**config.mk**
```make
export PLATFORM = sky130hd
export DESIGN_NAME = baud_gen_frac_flat
export DESIGN_NICKNAME = d
export VERILOG_FILES = /design/src/rtl/baud_gen_frac_if.sv /design/src/rtl/baud_gen_frac.sv /design/src/flat_wrapper.sv
export SDC_FILE = /design/constraint.sdc
export NUM_CORES = 1
export LEC_CHECK = 0
export CAP_MARGIN = 5
export CORE_UTILIZATION = 56
export CTS_CLUSTER_SIZE = 30
export DETAILED_ROUTE_END_ITERATION = 10
export PLACE_DENSITY = 0.76
export SLEW_MARGIN = 20
export SYNTH_ARGS = -nofsm -noshare
export SYNTH_HDL_FRONTEND = slang
export SYNTH_SLANG_ARGS = --single-unit
export TNS_END_PERCENT = 50
```
**constraint.sdc**
```tcl
create_clock -name clk -period 3.1 [get_ports clk]
set_clock_uncertainty 0.05 [all_clocks]
set_input_delay 0.62 -clock clk [delete_from_list [all_inputs] [get_ports clk]]
set_output_delay 0.62 -clock clk [all_outputs]
set_load 0.02 [all_outputs]
```
**src/rtl/baud_gen_frac_if.sv**
```systemverilog
// baud_gen_frac_if -- control and tick bundle for the fractional baud generator.
//
// Compile-time option: BAUD_CUSTOM_DIV_EN adds the custom_div field and the
// DIV_W / FRAC_W parameters that size it.
//
// Signals:
//   enable      master->slave  1 = advance the generator, 0 = hold
//   sync_clear  master->slave  synchronous phase restart
//   baud_sel    master->slave  rate select (3 bits)
//   custom_div  master->slave  Q(DIV_W).(FRAC_W) divisor, option only
//   os_tick     slave->master  oversample strobe
//   mid_tick    slave->master  mid-bit strobe
//   bit_tick    slave->master  end-of-bit strobe
//
// There is no valid/ready handshake on this bundle: controls are levels
// sampled on every rising clk edge, and each tick is a registered strobe
// that is meaningful on the single cycle it is high (no back-pressure).
interface baud_gen_frac_if
`ifdef BAUD_CUSTOM_DIV_EN
  #(
    parameter int DIV_W  = 12,
    parameter int FRAC_W = 4
  )
`endif
  ;
  logic       enable;
  logic       sync_clear;
  logic [2:0] baud_sel;
`ifdef BAUD_CUSTOM_DIV_EN
  logic [DIV_W+FRAC_W-1:0] custom_div;
`endif
  logic       os_tick;
  logic       mid_tick;
  logic       bit_tick;

`ifdef BAUD_CUSTOM_DIV_EN
  modport master (output enable, sync_clear, baud_sel, custom_div,
                  input  os_tick, mid_tick, bit_tick);
  modport slave  (input  enable, sync_clear, baud_sel, custom_div,
                  output os_tick, mid_tick, bit_tick);
`else
  modport master (output enable, sync_clear, baud_sel,
                  input  os_tick, mid_tick, bit_tick);
  modport slave  (input  enable, sync_clear, baud_sel,
                  output os_tick, mid_tick, bit_tick);
`endif
endinterface

```
**src/rtl/baud_gen_frac.sv**
```systemverilog
// baud_gen_frac -- fractional baud-tick generator shared by UART Tx and Rx.
//
// A phase accumulator adds 2^FRAC_W every enabled cycle and subtracts the
// divisor D (unsigned Q(DIV_W).(FRAC_W)) each time it wraps, so the long-term
// os_tick rate is exactly clk * 2^FRAC_W / D even for non-integer divisors.
// Sixteen (OVERSAMPLE) os_ticks make one bit; mid_tick marks the middle os_tick
// of each bit and bit_tick the last. All ticks are registered.
//
// Compile-time option: BAUD_CUSTOM_DIV_EN enables baud_sel=6 to take its
// divisor from the custom_div field of the bus.
//
// Ports:
//   clk     in   system clock, rising edge
//   resetn  in   asynchronous active-low reset
//   bus     slave modport of baud_gen_frac_if (enable, sync_clear, baud_sel,
//           [custom_div], os_tick, mid_tick, bit_tick)
module baud_gen_frac #(
  parameter int CLK_HZ     = 36_000_000,
  parameter int OVERSAMPLE = 16,
  parameter int DIV_W      = 12,
  parameter int FRAC_W     = 4
) (
  input  logic            clk,
  input  logic            resetn,
  baud_gen_frac_if.slave  bus
);

  localparam int ACC_W = DIV_W + FRAC_W;
  localparam int CNT_W = $clog2(OVERSAMPLE);

  // One clk worth of phase; also the smallest legal divisor.
  localparam logic [ACC_W-1:0] D_MIN = ACC_W'(2 ** FRAC_W);
  localparam logic [ACC_W-1:0] D_MAX = '1;

  localparam logic [CNT_W-1:0] CNT_LAST = CNT_W'(OVERSAMPLE - 1);
  localparam logic [CNT_W-1:0] CNT_MID  = CNT_W'(OVERSAMPLE / 2 - 1);

  // round-half-up(CLK_HZ * 2^FRAC_W / (baud * OVERSAMPLE)), clamped to range.
  function automatic logic [ACC_W-1:0] preset_div(input longint baud);
    longint num;
    longint den;
    longint q;
    num = longint'(CLK_HZ) << FRAC_W;
    den = baud * longint'(OVERSAMPLE);
    q   = (2 * num + den) / (2 * den);
    if (q < longint'(D_MIN)) q = longint'(D_MIN);
    if (q > longint'(D_MAX)) q = longint'(D_MAX);
    return q[ACC_W-1:0];
  endfunction

  localparam logic [ACC_W-1:0] D_4800   = preset_div(4800);
  localparam logic [ACC_W-1:0] D_9600   = preset_div(9600);
  localparam logic [ACC_W-1:0] D_19200  = preset_div(19200);
  localparam logic [ACC_W-1:0] D_38400  = preset_div(38400);
  localparam logic [ACC_W-1:0] D_57600  = preset_div(57600);
  localparam logic [ACC_W-1:0] D_115200 = preset_div(115200);

  logic [ACC_W-1:0] acc;
  logic [CNT_W-1:0] os_cnt;
  logic [ACC_W-1:0] div_q;
  logic             os_tick_q;
  logic             mid_tick_q;
  logic             bit_tick_q;

  logic [ACC_W-1:0] raw_d;
  logic [ACC_W-1:0] dec_d;
  logic [ACC_W:0]   nxt;
  logic [ACC_W-1:0] acc_sub;
  logic             hit;
  logic             restart;

  // Rate decode. Reserved codes (and 6 without the custom option) fall back
  // to the 4800 preset.
  always_comb begin
    raw_d = D_4800;
    case (bus.baud_sel)
      3'd1:    raw_d = D_9600;
      3'd2:    raw_d = D_19200;
      3'd3:    raw_d = D_38400;
      3'd4:    raw_d = D_57600;
      3'd5:    raw_d = D_115200;
`ifdef BAUD_CUSTOM_DIV_EN
      3'd6:    raw_d = bus.custom_div;
`endif
      default: raw_d = D_4800;
    endcase
    dec_d = (raw_d < D_MIN) ? D_MIN : raw_d;
  end

  // nxt is one bit wider so the add can never wrap. When it reaches div_q the
  // true difference is below 2^FRAC_W, so an ACC_W-bit subtraction is exact.
  assign nxt     = {1'b0, acc} + {1'b0, D_MIN};
  assign hit     = (nxt >= {1'b0, div_q});
  assign acc_sub = nxt[ACC_W-1:0] - div_q;

  // Any change of the decoded divisor restarts the phase, just like sync_clear,
  // so a rate switch never leaves a stale fractional phase behind.
  assign restart = bus.sync_clear | (dec_d != div_q);

  always_ff @(posedge clk or negedge resetn) begin
    if (!resetn) begin
      acc        <= '0;
      os_cnt     <= '0;
      div_q      <= D_4800;
      os_tick_q  <= 1'b0;
      mid_tick_q <= 1'b0;
      bit_tick_q <= 1'b0;
    end else if (restart) begin
      acc        <= '0;
      os_cnt     <= '0;
      div_q      <= dec_d;
      os_tick_q  <= 1'b0;
      mid_tick_q <= 1'b0;
      bit_tick_q <= 1'b0;
    end else if (bus.enable) begin
      if (hit) begin
        acc        <= acc_sub;
        os_tick_q  <= 1'b1;
        // Decoded from os_cnt before it advances, so they coincide with os_tick.
        mid_tick_q <= (os_cnt == CNT_MID);
        bit_tick_q <= (os_cnt == CNT_LAST);
        os_cnt     <= (os_cnt == CNT_LAST) ? '0 : os_cnt + 1'b1;
      end else begin
        acc        <= nxt[ACC_W-1:0];
        os_tick_q  <= 1'b0;
        mid_tick_q <= 1'b0;
        bit_tick_q <= 1'b0;
      end
    end else begin
      os_tick_q  <= 1'b0;
      mid_tick_q <= 1'b0;
      bit_tick_q <= 1'b0;
    end
  end

  assign bus.os_tick  = os_tick_q;
  assign bus.mid_tick = mid_tick_q;
  assign bus.bit_tick = bit_tick_q;

endmodule

```
**src/flat_wrapper.sv**
```systemverilog
// flat-port wrapper written by rule: the top's interface ports become plain ports
module baud_gen_frac_flat 
#(
  parameter int CLK_HZ     = 36_000_000,
  parameter int OVERSAMPLE = 16,
  parameter int DIV_W      = 12,
  parameter int FRAC_W     = 4
)
  (clk, resetn, bus_enable, bus_sync_clear, bus_baud_sel, bus_os_tick, bus_mid_tick, bus_bit_tick);
  baud_gen_frac_if bus_i ();
  input  logic clk;
  input  logic resetn;
  input wire logic [$bits(bus_i.enable)-1:0] bus_enable;
  input wire logic [$bits(bus_i.sync_clear)-1:0] bus_sync_clear;
  input wire logic [$bits(bus_i.baud_sel)-1:0] bus_baud_sel;
  output wire logic [$bits(bus_i.os_tick)-1:0] bus_os_tick;
  output wire logic [$bits(bus_i.mid_tick)-1:0] bus_mid_tick;
  output wire logic [$bits(bus_i.bit_tick)-1:0] bus_bit_tick;
  assign bus_i.enable = bus_enable;
  assign bus_i.sync_clear = bus_sync_clear;
  assign bus_i.baud_sel = bus_baud_sel;
  assign bus_os_tick = bus_i.os_tick;
  assign bus_mid_tick = bus_i.mid_tick;
  assign bus_bit_tick = bus_i.bit_tick;
  baud_gen_frac #(.CLK_HZ(CLK_HZ), .OVERSAMPLE(OVERSAMPLE), .DIV_W(DIV_W), .FRAC_W(FRAC_W)) u_core (.clk(clk), .resetn(resetn), .bus(bus_i));
endmodule
```
==> flow_metrics.py, run 1 <==
metrics = {
    "worst_setup_path": {
        "startpoint": "u_core.acc[4]",
        "path_delay_family": "compound AO/OA/AOI/OAI gates",
        "critPathLaunchType": "register",
        "worst-setup-path-type": "register to register",
        "critPathMaxFanout": 7,
        "required_ns": 3.24,
        "r2r_start": "u_core.acc[4]",
        "critPathCaptureType": "register",
        "max_stage_delay_ns": 0.44,
        "slowest_stage": "dfrtp_2",
        "worstPathCellList": "buf_4, buf_4, nand3_4, nor2_2, xor2_1, ha_2, a2111oi_4, o31a_1, a41o_1, nand3_2, o21ai_2, buf_6, buf_6, buf_4, mux2i_1, nor2_1",
        "cp_num_buf_inv": 5,
        "worstPathArrival_ns": 3.24,
        "crit_top_cell": "buf_4",
    },
    "global_routing": {
        "grt_max_degree": 36,
        "antenna_found_initial": 0,
        "grt_pass1_wl_um": 11900,
        "track_usage": 0.291,
        "grt_pass1_vias": 2562,
        "grt-ovfl-total": 0,
    },
    "route": {
        "wl_per_cell_um": 17.0,
        "via_count": 2744,
        "vias_per_cell": 6.14,
        "remaining_drc_errors": 0,
        "drtPass1Iterations": 5,
        "initialDrtViolationCount": 249,
        "wirelength_um": 7620,
        "drtAntennaViolNets": 0,
    },
    "floorplan": {
        "die_area_um2": 5390,
        "die_y_um": 73.4,
        "ios": 10,
        "die_w_um": 73.4,
        "rows": 25,
        "core_um2": 4820,
        "start_util": 0.593,
    },
    "logic_synthesis": {
        "synth_edf_count": 0,
        "synth.avg_cell_area_um2": 8.58,
        "synth_area_leaders": "dfrtp_1 (25%), ha_1 (6.6%), dfstp_2 (5.5%)",
        "yosys.area.top_type": "dfrtp_1",
        "seq_area_frac_synth": 0.309,
        "synth_seq_cells": 35,
        "synth-main-ff-cell": "dfrtp_1",
        "syn-num-nets": 356,
        "yosysWarnings": 0,
        "yosys.area.top_type_share": 0.254,
        "async_flop_share": 1.00,
        "synth_cell_types": 63,
        "syn_area_um2": 2860,
        "syn_inst": 333,
    },
    "cts": {
        "tritoncts": "done",
        "cts-htree-levels": 2,
        "cts_buffers": 5,
        "insertion_delay_ns": 0.29,
        "cts_num_sinks": 35,
        "cts-root-buf": "clkbuf_8",
        "clk_pin_slew_ns": 0.08,
        "cts_buffer_depth": 2,
    },
    "timing": {
        "setup_ws_ns": -0.00983,
        "slew_viol_final": 0,
        "layout_min_cycle_time_ns": 3.11,
        "slew_headroom": 0.453,
        "worstMarginPinSlew_ns": 0.821,
        "fin_tns_setup_ns": -0.00983,
        "max_freq_ghz": 0.322,
        "finalSetupViolCount": 1,
        "hold_viol": 0,
        "worst_hold_slack_ns": 0.367,
        "period_share": 1.00,
    },
    "power_and_ir_drop": {
        "p_per_area_nw_per_um2": 327,
        "power_mw": 1.17,
        "vdd_ir_drop_max_v": 0.000236,
        "power_leakage_nw": 1.64,
    },
    "finish": {
        "regArea_um2": 887,
        "final_cell_mix": "buf_4 (41), dfrtp_1 (26), nand2_1 (25)",
        "layout-drive-gt1-share": 0.261,
        "multi_input_area_um2": 1970,
        "area_delta_synth_final_pct": 25.4,
        "insertedDiodeCount": 0,
        "fin_nets": 402,
        "nFillCells": 369,
        "fin_util": 0.744,
        "layout_commonest_cell": "buf_4",
    },
    "worst_hold_path": {
        "hp-class": "primary input to asynchronous set/reset pin",
    },
    "status": {
        "outcome": "finished, violations left",
        "violations": "negative setup slack",
    },
    "place": {
        "io_buffer_count": 9,
        "dp_hpwl_um": 5120,
        "place.gp.congestion": 0.930,
    },
    "flow_run": {
        "cap_violations": 0,
    },
}
==> area by class of cell <==
type                            instances  share of cell area
Inverter                               20              0.0209
Tap cell                               67              0.0234
Clock inverter                          3              0.0189
Multi-Input combinational cell        264               0.549
Sequential cell                        35               0.248
Clock buffer                            5              0.0192
Timing Repair Buffer                   53               0.122
==> cells in the mapped netlist, types with 4 or more instances <==
master	count
dfrtp_1	29
nand2_1	26
nor2_1	26
a21oi_1	24
inv_1	20
ha_1	15
nand3_1	15
xnor2_1	15
o21ai_0	14
mux2i_1	10
nand2b_1	9
xor2_1	9
a211oi_1	7
a21o_1	7
clkbuf_1	7
dfstp_2	6
o31ai_1	6
or3_1	6
and3_1	4
o211ai_1	4
or4_1	4
==> state kept, by name, summed over array words and instances, names as in the netlist <==
register,flops
u_core.acc,16
u_core.bus.mid_tick,1
u_core.os_cnt,4
u_core.bus.os_tick,1
u_core.bus.bit_tick,1
u_core.div_q,12
==> worst paths after layout <==
path                                        to  slack [ns]  cells after the start
min in group clk           u_core.bus.mid_tick        0.45                      1
max reg2reg                      u_core.acc[1]       -0.01                     16
max                              u_core.acc[1]       -0.01                     16
max in group asynchronous        u_core.acc[4]        2.06                      1
min                            u_core.div_q[5]        0.37                      1
min reg2reg                u_core.bus.mid_tick        0.45                      1
==> kinds of logic after synthesis <==
kind of cell             count (synthesis)  synth area share
adder cells (fa/ha/maj)                 16            0.0727
multiplexers                            10            0.0350
XOR/XNOR                                24            0.0736
buffers and inverters                   34            0.0525
AND/OR/NAND/NOR                        119             0.235
AO/OA/AOI/OAI                           95             0.222
flip-flops                              35             0.309
==> where the power goes <==
group	leakage [nW]	internal (mW)	switching, mW
clock	0.0644	0.321	0.184
combinational	1.12	0.0766	0.102
sequential	0.453	0.473	0.0144
==> through the flow <==
stage / setup slack, ns / area (µm²) / cells
after detailed placement: -0.0366 / 3170 / 420
after floorplan: 0.0198 / 2880 / 333
after global placement: -0.0132 / 3170 / 420
after CTS: 0.00130 / 3350 / 430
final: -0.00983 / 3580 / 447
after global routing: -0.0895 / 3580 / 447
==> per-layer routing <==
metal,GRT usage,wire (µm),up-vias
li1,-,-,1301
met1,0.383,3210,1322
met2,0.478,3820,101
met3,0.0508,387,20
met4,0.109,197,0
met5,0,0,-
==> what timing repair did <==
item | 4_1_cts | 5_1_grt
buffers inserted | 2 | 17
pin swaps | 2 | 15
hold buffers | 0 | 0
gates resized for setup | 3 | 24
endpoints found under the setup margin | 8 | 22
Note: power is estimated with default switching activity, not from simulation.
==> run 2, diff against run 1 <==
Settings changed: REMOVE_ABC_BUFFERS set to 1.
==> run 2 against run 1 <==
Compared with the run above:
- sequential share of layout area is 0.35 points higher
- core utilization is 1.4 points lower
- sequential power hardly changed
- design area is 1.8% lower
- the run now ends clean
- fmax is 2.0% higher
- final cell count is 1.3% lower
- die area stayed put
==> flow_metrics.py, run 2 (same netlist as run 1, synthesis figures left out) <==
metrics = {
    "worst_setup_path": {
        "path_delay_family": "simple AND/OR/NAND/NOR gates",
        "startpoint": "u_core.acc[6]",
        "r2r-end": "u_core.os_cnt[3]",
        "max_stage_delay_ns": 0.48,
        "r2r_start": "u_core.acc[6]",
        "worstPathCellList": "buf_4, nand3_4, nor2_4, xor2_1, ha_2, a2111oi_4, o31a_1, a41o_1, nand3_4, o21ai_1, buf_6, or4_4, a21oi_2",
        "reg2reg_slack_ns": 0.05,
        "required_ns": 3.29,
        "worst-setup-path-type": "register to register",
        "critPathMaxFanout": 13,
        "slowest_stage": "or4_4",
        "cp_num_buf_inv": 2,
        "path_depth": 13,
        "critPathLaunchType": "register",
        "crit_top_cell": "nand3_4",
        "critPathCaptureType": "register",
        "r2r_cells": 13,
        "cp-endpoint": "u_core.os_cnt[3]",
        "worstPathArrival_ns": 3.23,
    },
    "global_routing": {
        "grt_pass1_vias": 2329,
        "track_usage": 0.283,
        "grt-ovfl-total": 0,
        "grt_max_degree": 36,
        "antenna_found_initial": 0,
        "grt_pass1_wl_um": 11500,
    },
    "timing": {
        "slew_headroom": 0.477,
        "slew_viol_final": 0,
        "period_share": 0.984,
        "layout_min_cycle_time_ns": 3.05,
        "finalSetupViolCount": 0,
        "worstMarginPinSlew_ns": 0.785,
        "hold_viol": 0,
        "fin_tns_setup_ns": 0,
        "max_freq_ghz": 0.328,
        "rsz0062_at_grt": "true",
    },
    "floorplan": {
        "die_y_um": 73.4,
        "die_area_um2": 5390,
        "start_util": 0.593,
        "ios": 10,
        "rows": 25,
        "core_um2": 4820,
        "die_w_um": 73.4,
    },
    "worst_hold_path": {
        "hp-class": "primary input to asynchronous set/reset pin",
    },
    "power_and_ir_drop": {
        "power_leakage_nw": 1.59,
        "p_per_area_nw_per_um2": 286,
        "power_mw": 1.01,
        "vdd_ir_drop_max_v": 0.000304,
    },
    "cts": {
        "cts-htree-levels": 2,
        "cts_num_sinks": 35,
        "tritoncts": "done",
        "cts_buffers": 5,
        "cts-root-buf": "clkbuf_8",
        "cts_buffer_depth": 2,
        "clk_pin_slew_ns": 0.08,
        "insertion_delay_ns": 0.30,
    },
    "finish": {
        "largest_register": "u_core.acc",
        "layout-drive-gt1-share": 0.246,
        "fin_util": 0.730,
        "largest_reg_flops": 16,
        "regArea_um2": 883,
        "insertedDiodeCount": 0,
        "fin_area_um2": 3520,
        "multi_input_area_um2": 2010,
        "nFillCells": 399,
        "area_delta_synth_final_pct": 23.1,
        "final_cell_mix": "buf_4 (36), dfrtp_1 (29), nand2_1 (25)",
        "layout_commonest_cell": "buf_4",
        "top_regs": "u_core.acc x16, u_core.div_q x12, u_core.os_cnt x4",
        "fin_nets": 396,
    },
    "flow_run": {
        "cap_violations": 0,
    },
    "route": {
        "via_count": 2680,
        "wirelength_um": 7240,
        "remaining_drc_errors": 0,
        "drtAntennaViolNets": 0,
        "drtPass1Iterations": 5,
        "initialDrtViolationCount": 223,
        "vias_per_cell": 6.08,
        "wl_per_cell_um": 16.4,
    },
    "status": {
        "outcome": "completed",
    },
    "place": {
        "dp_hpwl_um": 5150,
        "place.gp.congestion": 0.932,
        "dpl_cell_area_um2": 3240,
        "io_buffer_count": 9,
    },
}
## run 2: changes by cell type in the layout (fill, tap and decap cells not counted), moves of 2 or more
cell / before / now
buf_4: 41 / 36
dfrtp_2: 3 / 0
dfrtp_1: 26 / 29
bufinv_16: 2 / 0
## run 2: power breakdown
group,switching (mW),internal [mW]
Clock,0.178,0.159
Combinational,0.103,0.0783
Sequential,0.0142,0.473
Total,0.296,0.710
## run 2: per-stage QoR
stage          hold slack (ns)  std cells  worst slack, ns
4_1_cts                  0.389        440           0.0304
2_1_floorplan            0.274        319           -0.536
6_report                 0.348        441           0.0506
5_1_grt                  0.430        441          -0.0837
3_3_place_gp             0.424        432           0.0518
3_5_place_dp             0.435        432          -0.0250
## run 2: layer usage
metal / track usage / vias to the layer above / wire [µm]
met3: 0.0562 / 18 / 359
met4: 0.0855 / 0 / 186
li1: - / 1289 / -
met5: 0 / - / 0
met1: 0.399 / 1299 / 3260
met2: 0.438 / 74 / 3440
## run 2: how the worst min path moves through the flow
| stage | start | to | slack [ns] | cells after the start |
|---|---|---|---|---|
| floorplan | resetn | u_core.acc[0] | 0.27 | 0 |
| global placement | u_core.os_cnt[3] | u_core.bus.mid_tick | 0.42 | 1 |
| detailed placement | u_core.os_cnt[3] | u_core.bus.mid_tick | 0.43 | 1 |
| CTS | resetn | u_core.os_cnt[1] | 0.39 | 1 |
| global route | resetn | u_core.os_cnt[1] | 0.43 | 1 |
| finish | resetn | u_core.acc[9] | 0.35 | 1 |
## run 2: cell type report
type | instances | share of cell area
repair buffers | 47 | 0.107
clock inverters | 2 | 0.00391
multi-input cells | 264 | 0.572
well taps | 67 | 0.0238
flip-flops and latches | 35 | 0.251
inverters | 20 | 0.0213
clock buffers | 6 | 0.0206
## run 2: repair_timing
action	4_1_cts	5_1_grt
endpoints found under the setup margin	13	23
resized for setup	4	33
buffers inserted	0	1
hold buffers	0	0
pin swaps	4	17
